--- config.mk ---
export PLATFORM = sky130hd
export DESIGN_NAME = fetch_unit
export DESIGN_NICKNAME = d
export VERILOG_FILES = /design/src/rtl/fetch_unit_pkg.sv /design/src/rtl/fetch_pc_reg.sv /design/src/rtl/fetch_unit.sv
export SDC_FILE = /design/constraint.sdc
export NUM_CORES = 1
export LEC_CHECK = 0
export CORE_UTILIZATION = 29
export CTS_CLUSTER_SIZE = 14
export DETAILED_ROUTE_END_ITERATION = 16
export HOLD_SLACK_MARGIN = 0.02
export SLEW_MARGIN = 20
export SYNTH_ARGS = -nofsm -noshare
export SYNTH_HDL_FRONTEND = slang
export SYNTH_SLANG_ARGS = --single-unit
--- constraint.sdc ---
create_clock -name clk -period 1.9 [get_ports clk]
set_input_delay 0.285 -clock clk [delete_from_list [all_inputs] [get_ports clk]]
set_output_delay 0.285 -clock clk [all_outputs]
set_load 0.1 [all_outputs]
--- src/rtl/fetch_unit_pkg.sv ---
// Shared definitions for the instruction fetch unit: datapath width,
// default reset PC and the fetch FSM state encoding.
package fetch_unit_pkg;

    localparam int XLEN = 32;

    localparam logic [XLEN-1:0] DEFAULT_RESET_PC = 32'h0000_0000;

    typedef enum logic [1:0] {
        BOOT  = 2'd0,
        RUN   = 2'd1,
        FAULT = 2'd2
    } fetch_state_e;

endpackage

--- src/rtl/fetch_pc_reg.sv ---
// Program counter register with its next-PC mux.
// A redirect load wins over a sequential advance; otherwise the PC holds.
// The +4 increment wraps naturally modulo 2^32.
module fetch_pc_reg
    import fetch_unit_pkg::*;
#(
    parameter logic [XLEN-1:0] RESET_PC = DEFAULT_RESET_PC
) (
    input  logic            clk,
    input  logic            rst_n,
    input  logic            load_valid,
    input  logic [XLEN-1:0] load_addr,
    input  logic            advance,
    output logic [XLEN-1:0] pc
);

    logic [XLEN-1:0] pc_q;
    logic [XLEN-1:0] pc_d;

    // Next-PC selection: redirect, sequential step, or hold.
    always_comb begin
        pc_d = pc_q;
        if (load_valid) begin
            pc_d = load_addr;
        end else if (advance) begin
            pc_d = pc_q + XLEN'(4);
        end
    end

    // PC state register.
    always_ff @(posedge clk or negedge rst_n) begin
        if (!rst_n) begin
            pc_q <= RESET_PC;
        end else begin
            pc_q <= pc_d;
        end
    end

    assign pc = pc_q;

endmodule

--- src/rtl/fetch_unit.sv ---
// Instruction fetch unit: BOOT/RUN/FAULT sequencer, one-entry output
// register towards the decoder with valid/ready handshake, and a
// handshake counter.
// Optional build macro FETCH_MISALIGN_CHECK_EN: when defined, a redirect
// to a non word-aligned target is loaded as-is and faults; when undefined
// the two low target bits are cleared and no fault results.
module fetch_unit
    import fetch_unit_pkg::*;
#(
    parameter logic [XLEN-1:0] RESET_PC   = DEFAULT_RESET_PC,
    parameter int              IMEM_WORDS = 128
) (
    input  logic            clk,
    input  logic            rst_n,
    output logic [XLEN-1:0] instraddr,
    input  logic [XLEN-1:0] instruction,
    input  logic            redirect_valid,
    input  logic [XLEN-1:0] redirect_target,
    output logic            out_valid,
    input  logic            out_ready,
    output logic [XLEN-1:0] out_instr,
    output logic [XLEN-1:0] out_pc,
    output logic [XLEN-1:0] out_pc_plus4,
    output logic            fetch_fault,
    output logic [XLEN-1:0] fetch_count
);

    // One extra bit so IMEM_WORDS*4 == 2^32 would still compare correctly.
    localparam int              LIMIT_W     = XLEN + 1;
    localparam logic [XLEN:0]   FETCH_LIMIT = LIMIT_W'(IMEM_WORDS) * LIMIT_W'(4);

`ifdef FETCH_MISALIGN_CHECK_EN
    localparam logic [XLEN-1:0] REDIRECT_MASK = '1;
`else
    localparam logic [XLEN-1:0] REDIRECT_MASK = ~XLEN'(3);
`endif

    fetch_state_e    state_q, state_d;
    logic            out_valid_q, out_valid_d;
    logic [XLEN-1:0] out_instr_q, out_instr_d;
    logic [XLEN-1:0] out_pc_q, out_pc_d;
    logic [XLEN-1:0] out_pc_plus4_q, out_pc_plus4_d;
    logic            fetch_fault_q, fetch_fault_d;
    logic [XLEN-1:0] fetch_count_q, fetch_count_d;

    logic [XLEN-1:0] pc;
    logic            fetch_en;
    logic            handshake;
    logic            can_accept;
    logic            in_range;
    logic            redirect_misaligned;

    assign handshake  = out_valid_q && out_ready;
    assign can_accept = !out_valid_q || out_ready;
    assign in_range   = {1'b0, pc} < FETCH_LIMIT;

`ifdef FETCH_MISALIGN_CHECK_EN
    assign redirect_misaligned = |redirect_target[1:0];
`else
    assign redirect_misaligned = 1'b0;
`endif

    fetch_pc_reg #(
        .RESET_PC (RESET_PC)
    ) u_pc_reg (
        .clk        (clk),
        .rst_n      (rst_n),
        .load_valid (redirect_valid),
        .load_addr  (redirect_target & REDIRECT_MASK),
        .advance    (fetch_en),
        .pc         (pc)
    );

    // Sequencer and output-register next-state: redirect first, then per-state behaviour.
    always_comb begin
        state_d        = state_q;
        out_valid_d    = out_valid_q;
        out_instr_d    = out_instr_q;
        out_pc_d       = out_pc_q;
        out_pc_plus4_d = out_pc_plus4_q;
        fetch_fault_d  = fetch_fault_q;
        fetch_count_d  = fetch_count_q + XLEN'(handshake);
        fetch_en       = 1'b0;
        if (redirect_valid) begin
            out_valid_d   = 1'b0;
            state_d       = redirect_misaligned ? FAULT : RUN;
            fetch_fault_d = redirect_misaligned;
        end else begin
            case (state_q)
                BOOT: begin
                    state_d = RUN;
                end
                RUN: begin
                    if (!in_range) begin
                        // Stop fetching but let a pending entry drain.
                        state_d       = FAULT;
                        fetch_fault_d = 1'b1;
                        if (out_ready) begin
                            out_valid_d = 1'b0;
                        end
                    end else if (can_accept) begin
                        fetch_en       = 1'b1;
                        out_valid_d    = 1'b1;
                        out_instr_d    = instruction;
                        out_pc_d       = pc;
                        out_pc_plus4_d = pc + XLEN'(4);
                    end
                end
                FAULT: begin
                    if (out_ready) begin
                        out_valid_d = 1'b0;
                    end
                end
                default: begin
                    state_d = BOOT;
                end
            endcase
        end
    end

    // State, output register and counter flops.
    always_ff @(posedge clk or negedge rst_n) begin
        if (!rst_n) begin
            state_q        <= BOOT;
            out_valid_q    <= 1'b0;
            out_instr_q    <= '0;
            out_pc_q       <= '0;
            out_pc_plus4_q <= '0;
            fetch_fault_q  <= 1'b0;
            fetch_count_q  <= '0;
        end else begin
            state_q        <= state_d;
            out_valid_q    <= out_valid_d;
            out_instr_q    <= out_instr_d;
            out_pc_q       <= out_pc_d;
            out_pc_plus4_q <= out_pc_plus4_d;
            fetch_fault_q  <= fetch_fault_d;
            fetch_count_q  <= fetch_count_d;
        end
    end

    assign instraddr    = pc;
    assign out_valid    = out_valid_q;
    assign out_instr    = out_instr_q;
    assign out_pc       = out_pc_q;
    assign out_pc_plus4 = out_pc_plus4_q;
    assign fetch_fault  = fetch_fault_q;
    assign fetch_count  = fetch_count_q;

endmodule

Word-level counts from Yosys, hierarchy flattened

Cells that the tools add are included.
W data, S select, Z words.

Bits in registers: 164
Input port bits: 68
Output and inout port bits: 162
Word-level logic and storage cells: 46

Add/sub/neg operators: 2
Magnitude comparators: 1
Equal/unequal tests: 6
Muxes and demuxes: 17
Bitwise operators: 1
Reductions and logical operators: 11

Operators by type and width:

| cell                    | number |
|---|---|
| $mux W32                | 2 |
| $add A32 B1 Y32         | 1 |
| $add A32 B3 Y32 const B | 1 |
| $lt A32 B10 Y1 const B  | 1 |
| $mux W1                 | 11 |
| $pmux W2 S3             | 1 |
| $reduce_and A2 Y1       | 3 |
| $mux W2                 | 2 |
| $ne A2 B2 Y1 const B    | 2 |
| $ne A4 B4 Y1 const B    | 1 |
| $reduce_and A4 Y1       | 1 |
| $reduce_bool A2 Y1      | 2 |
| $ne A3 B3 Y1 const B    | 1 |
| $reduce_bool A3 Y1      | 1 |
| $eq A2 B1 Y1 const B    | 1 |
| $eq A2 B2 Y1 const B    | 1 |
| $logic_not A2 Y1        | 1 |
| $pmux W1 S2             | 1 |
| $logic_and A1 B1 Y1     | 1 |
| $logic_not A1 Y1        | 1 |
| $logic_or A1 B1 Y1      | 1 |
| $not A1 Y1              | 1 |

Logic depth before layout (Yosys ltp)

Depth in word-level cells: 8
Mapped depth: 7
Gate-level depth less buffers: 7

Cells and area by module

A second synthesis with hierarchy kept.

Cells, all modules: 563
Area total of the unflattened synthesis: 6820.3 sq um

Modules (own cells, without submodules):

| module       | instances | cells an instance | area each (sq um) | sequential area each (sq um) |
|---|---|---|---|---|
| fetch_unit   | 1         | 363               | 4999.8            | 3253.1 |
| fetch_pc_reg | 1         | 200               | 1820.5            | 800.8 |

Worst setup path after synthesis

OpenSTA, ideal clock, no wires.

Path type: reg-to-reg
From: register out_valid_q (netlist: out_valid)
To: register fetch_count_q[28] (netlist: fetch_count[28])
Library setup time: 159 ps
Data arrival time: 2457 ps
Setup slack: -715 ps
Cell stages (with the launch flop): 8
Path buffers: 0
Period minus slack after synthesis: 2615 ps
Cell sequence: dfrtp_1 > and2_1 > ha_1 > ha_1 > nand3_1 > nor4_1 > nand4_1 > xnor2_1

Cells in the longest elaborated chain, start to end: 2

RTL lines:

| item                     | RTL line          | text |
|---|---|---|
| start: declaration       | fetch_unit.sv:39  | `logic out_valid_q, out_valid_d;` |
| start signal: assignment | fetch_unit.sv:133 | `out_valid_q <= out_valid_d;` |
| $logic_and A1 B1 Y1      | fetch_unit.sv:53  | `assign handshake = out_valid_q && out_ready;` |
| $add A32 B1 Y32          | fetch_unit.sv:82  | `fetch_count_d = fetch_count_q + XLEN'(handshake);` |
| via fetch_count_d[28]    | fetch_unit.sv:44  | `logic [XLEN-1:0] fetch_count_q, fetch_count_d;` |
| end signal: assignment   | fetch_unit.sv:138 | `fetch_count_q <= fetch_count_d;` |
| end: declaration         | fetch_unit.sv:44  |  |

The timed path passes the listed nets, and every way through them passes these cells.
A chain may end at the register's enable or synchronous reset.

Final worst setup path

From: register u_pc_reg.pc_q[11] (netlist: u_pc_reg.pc[11])
To: register out_pc_q[5] (netlist: out_pc[5])

Cells in the longest elaborated chain, start to end: 2

RTL lines:

| item                        | RTL line           | text |
|---|---|---|
| start: declaration          | fetch_pc_reg.sv:17 | `logic [XLEN-1:0] pc_q;` |
| start signal: assignment    | fetch_pc_reg.sv:35 | `pc_q <= pc_d;` |
| $lt A32 B10 Y1              | fetch_unit.sv:55   | `assign in_range = {1'b0, pc} < FETCH_LIMIT;` |
| $reduce_and A4 Y1 (no line) | -                  |  |
| end signal: assignment      | fetch_unit.sv:135  | `out_pc_q <= out_pc_d;` |
| end: declaration            | fetch_unit.sv:41   | `logic [XLEN-1:0] out_pc_q, out_pc_d;` |

Every way passes these cells.

==> flow_summary.toml <==
[pwr]
seqPwrFrac_pct = 43.2
power.leakage_nw = 4.82
p_per_area_nw_per_um2 = 818
ir_drop_uv = 584
p_int_mw = 5.73
p_total_mw = 8.20
p_sw_share_pct = 30.1
switchingPower_mw = 2.47
power_frac_clock_pct = 41.9
comb_power_share_pct = 14.8

[logic_synthesis]
synth_common_cells = "dfrtp_1, nor2b_1, mux2_1"
synth_ff_type = "dfrtp_1"
synth_compound_area_share_pct = 2.60
syn_area_um2 = 6300
synth-adder-area-share_pct = 0.596
ys_top_cells_by_area = "dfrtp_1, mux2_1, nor2b_1, mux2_2, xnor2_1"
synthDistinctLibCells = 38
ys_seq_elements = 158
synth.area.mux_share_pct = 12.3
synth_edf_count = 0
ys_warn_count = 0
synthXorXnorAreaFrac_pct = 5.01
synth.avg_cell_area_um2 = 13.6
async_reset_ff_share_pct = 100
synth_top_area_cell = "dfrtp_1"
yosysMostFrequentCell = "dfrtp_1"
synth_top_area_share_pct = 62.8
yosys.area_share.simple_pct = 13.8
synthCells = 463
synth_top_family_by_area = "simple AND/OR/NAND/NOR gates"
yosysSeqAreaShare_pct = 62.8

[place]
routabilityCongestion = 0.785
place_ws_ps = -373
post-dp-hpwl_mm = 11.3
io_buffer_count = 221
dp.cells = 988

[sta]
hold_violations = 0
rsz0062_at_grt = "yes"
fin_skew_ps = 12.1
period_share_pct = 111
drv_slew = 0
layout_min_cycle_time_ps = 2100
timing.final.ws_setup_ps = -202
fmax_ghz = 0.476
setup_viol = 85

[cells_and_area]
drive_above_1_share_pct = 49.4
num-nets-final = 825
syn_to_final_growth_pct = 59.1
antenna_cells = 0
fillers = 1873
fin_cells = 1042
finish.utilization_pct = 47.4

[floorplanning]
dieArea_um2 = 22300
start_util_pct = 29.8
row_count = 53
core_um2 = 21200
die_w_um = 149
ios = 230
die_h_um = 149

[global_routing]
grt_pass1_wl_mm = 25.8
antenna_found_initial = 0
track_usage_pct = 15.1
grt_pass1_vias = 4837
grt_max_degree = 82
grt_overflow = 0

[clocking]
cts_max_level = 4
cts_buffers = 17
insertion_delay_ps = 430
clock_path_buffers = 2
clk_pin_slew_worst_paths_ps = 70
cts-root-buf = "clkbuf_16"
cts_tree = "yes"
clock_sinks = 158

[critical_path]
crit_type = "flop to flop"
crit_arrival_ps = 2420
worstReg2RegStart = "u_pc_reg.pc[11]"
timing.rr.end = "out_pc[5]"
worstPathMaxFanout = 6
r2r_slack_ps = -200
required_ps = 2210
startpoint_type = "flop"
end_kind = "flop"
ff2ff_path_depth = 7

[outcome]
violations = "negative setup slack"
status = "finished with violations"

[min_path]
min_path_type = "input port to asynchronous set/reset pin"

[job]
maxCapViolations = 0

[route]
via_per_inst = 4.47
drc = 0
antenna_left = 0
routed_wl_mm = 16.4
drt_first_iter_violations = 182
dr.pass1.iters = 4
vias = 4655
wl_per_cell_um = 15.7
==> flip-flops by register name, indices dropped and copies added, names as in the netlist <==
name          cells
fetch_count      32
out_instr        32
out_pc           30
out_pc_plus4     30
u_pc_reg.pc      30
state_q           2
fetch_fault       1
out_valid         1
==> cell type report <==
cell class / count / area [um2] / area share, %
Timing Repair Buffer: 290 / 2580 / 25.8
Clock buffer: 17 / 425 / 4.25
Sequential cell: 158 / 4070 / 40.6
Multi-Input combinational cell: 281 / 2400 / 24.0
Clock inverter: 15 / 170 / 1.70
Inverter: 6 / 22.5 / 0.225
Tap cell: 275 / 344 / 3.43
==> power groups by stage <==
stage	logic (mW)	registers, mW	clock network, mW
3_3_place_gp	1.20	3.60	0
6_report	1.22	3.55	3.44
2_1_floorplan	0.206	4.11	0
5_1_grt	1.28	3.55	3.69
4_1_cts	1.22	3.55	3.53
3_5_place_dp	1.20	3.60	0
==> placed cells by master (no fill, tap or decap), types with 12 or more instances in the layout <==
master           count
nand2_1             12
mux2_4              21
dfrtp_4             20
dfrtp_1            103
mux2_2              24
nor2b_1             44
dfrtp_2             35
xor2_1              12
nand3_1             16
nand4_1             12
mux2_1              23
nor2_1              14
clkbuf_16           19
xnor2_1             24
buf_4              198
clkdlybuf4s50_1     64
==> worst max-delay path, cell delays in order, from the launching register on <==
cell       delay [ps]
dfrtp_4           490
nor4_4            330
nand2_2           130
nor4_4            280
buf_4             160
buf_8             130
clkbuf_16         170
mux2_4            300
==> what timing repair did <==
action / in CTS / in global routing
gates resized for setup: 13 / 34
endpoints found under the hold margin: 102 / 0
hold buffers: 1 / 0
setup endpoints to repair: 97 / 100
buffers inserted: 8 / 9
gates cloned: 1 / 3
pin swaps: 9 / 9
==> worst max path at each step <==
stage | startpoint | end | slack [ps]
2_1_floorplan | u_pc_reg.pc[31] | out_pc[7] | -330
3_3_place_gp | u_pc_reg.pc[19] | out_instr[4] | -330
3_5_place_dp | u_pc_reg.pc[19] | out_instr[17] | -370
4_1_cts | u_pc_reg.pc[9] | out_instr[8] | -250
5_1_grt | u_pc_reg.pc[15] | out_instr[6] | -300
6_report | u_pc_reg.pc[11] | out_pc[5] | -200
==> kinds of logic (layout without fill, tap and decap cells) <==
logic type      count (synthesis)  after routing
flops                         158            158
simple gates                  141            141
mux                            69             69
xor+xnor                       36             36
buf+inv                        29            328
compound gates                 26             26
fa+ha+maj                       3              3
other cells                     1              6
==> metal layers <==
layer  vias up  part of all wire (%)  GRT usage [%]
li1       2182                     -              -
met1      2311                    41           17.8
met2       145                    49           24.7
met3        17                   7.7           6.51
met4         0                   1.4           4.59
met5         -                     0              0
==> metrics by stage <==
step / hold WS (ps) / TNS, ps / area, um2
2_1_floorplan: -10.6 / -18870 / 6520
3_3_place_gp: 120 / -24610 / 9020
3_5_place_dp: 123 / -29590 / 9020
4_1_cts: 225 / -14480 / 9770
5_1_grt: 238 / -20070 / 10000
6_report: 246 / -11140 / 10000
No activity file was read; power rests on OpenSTA's default activity.
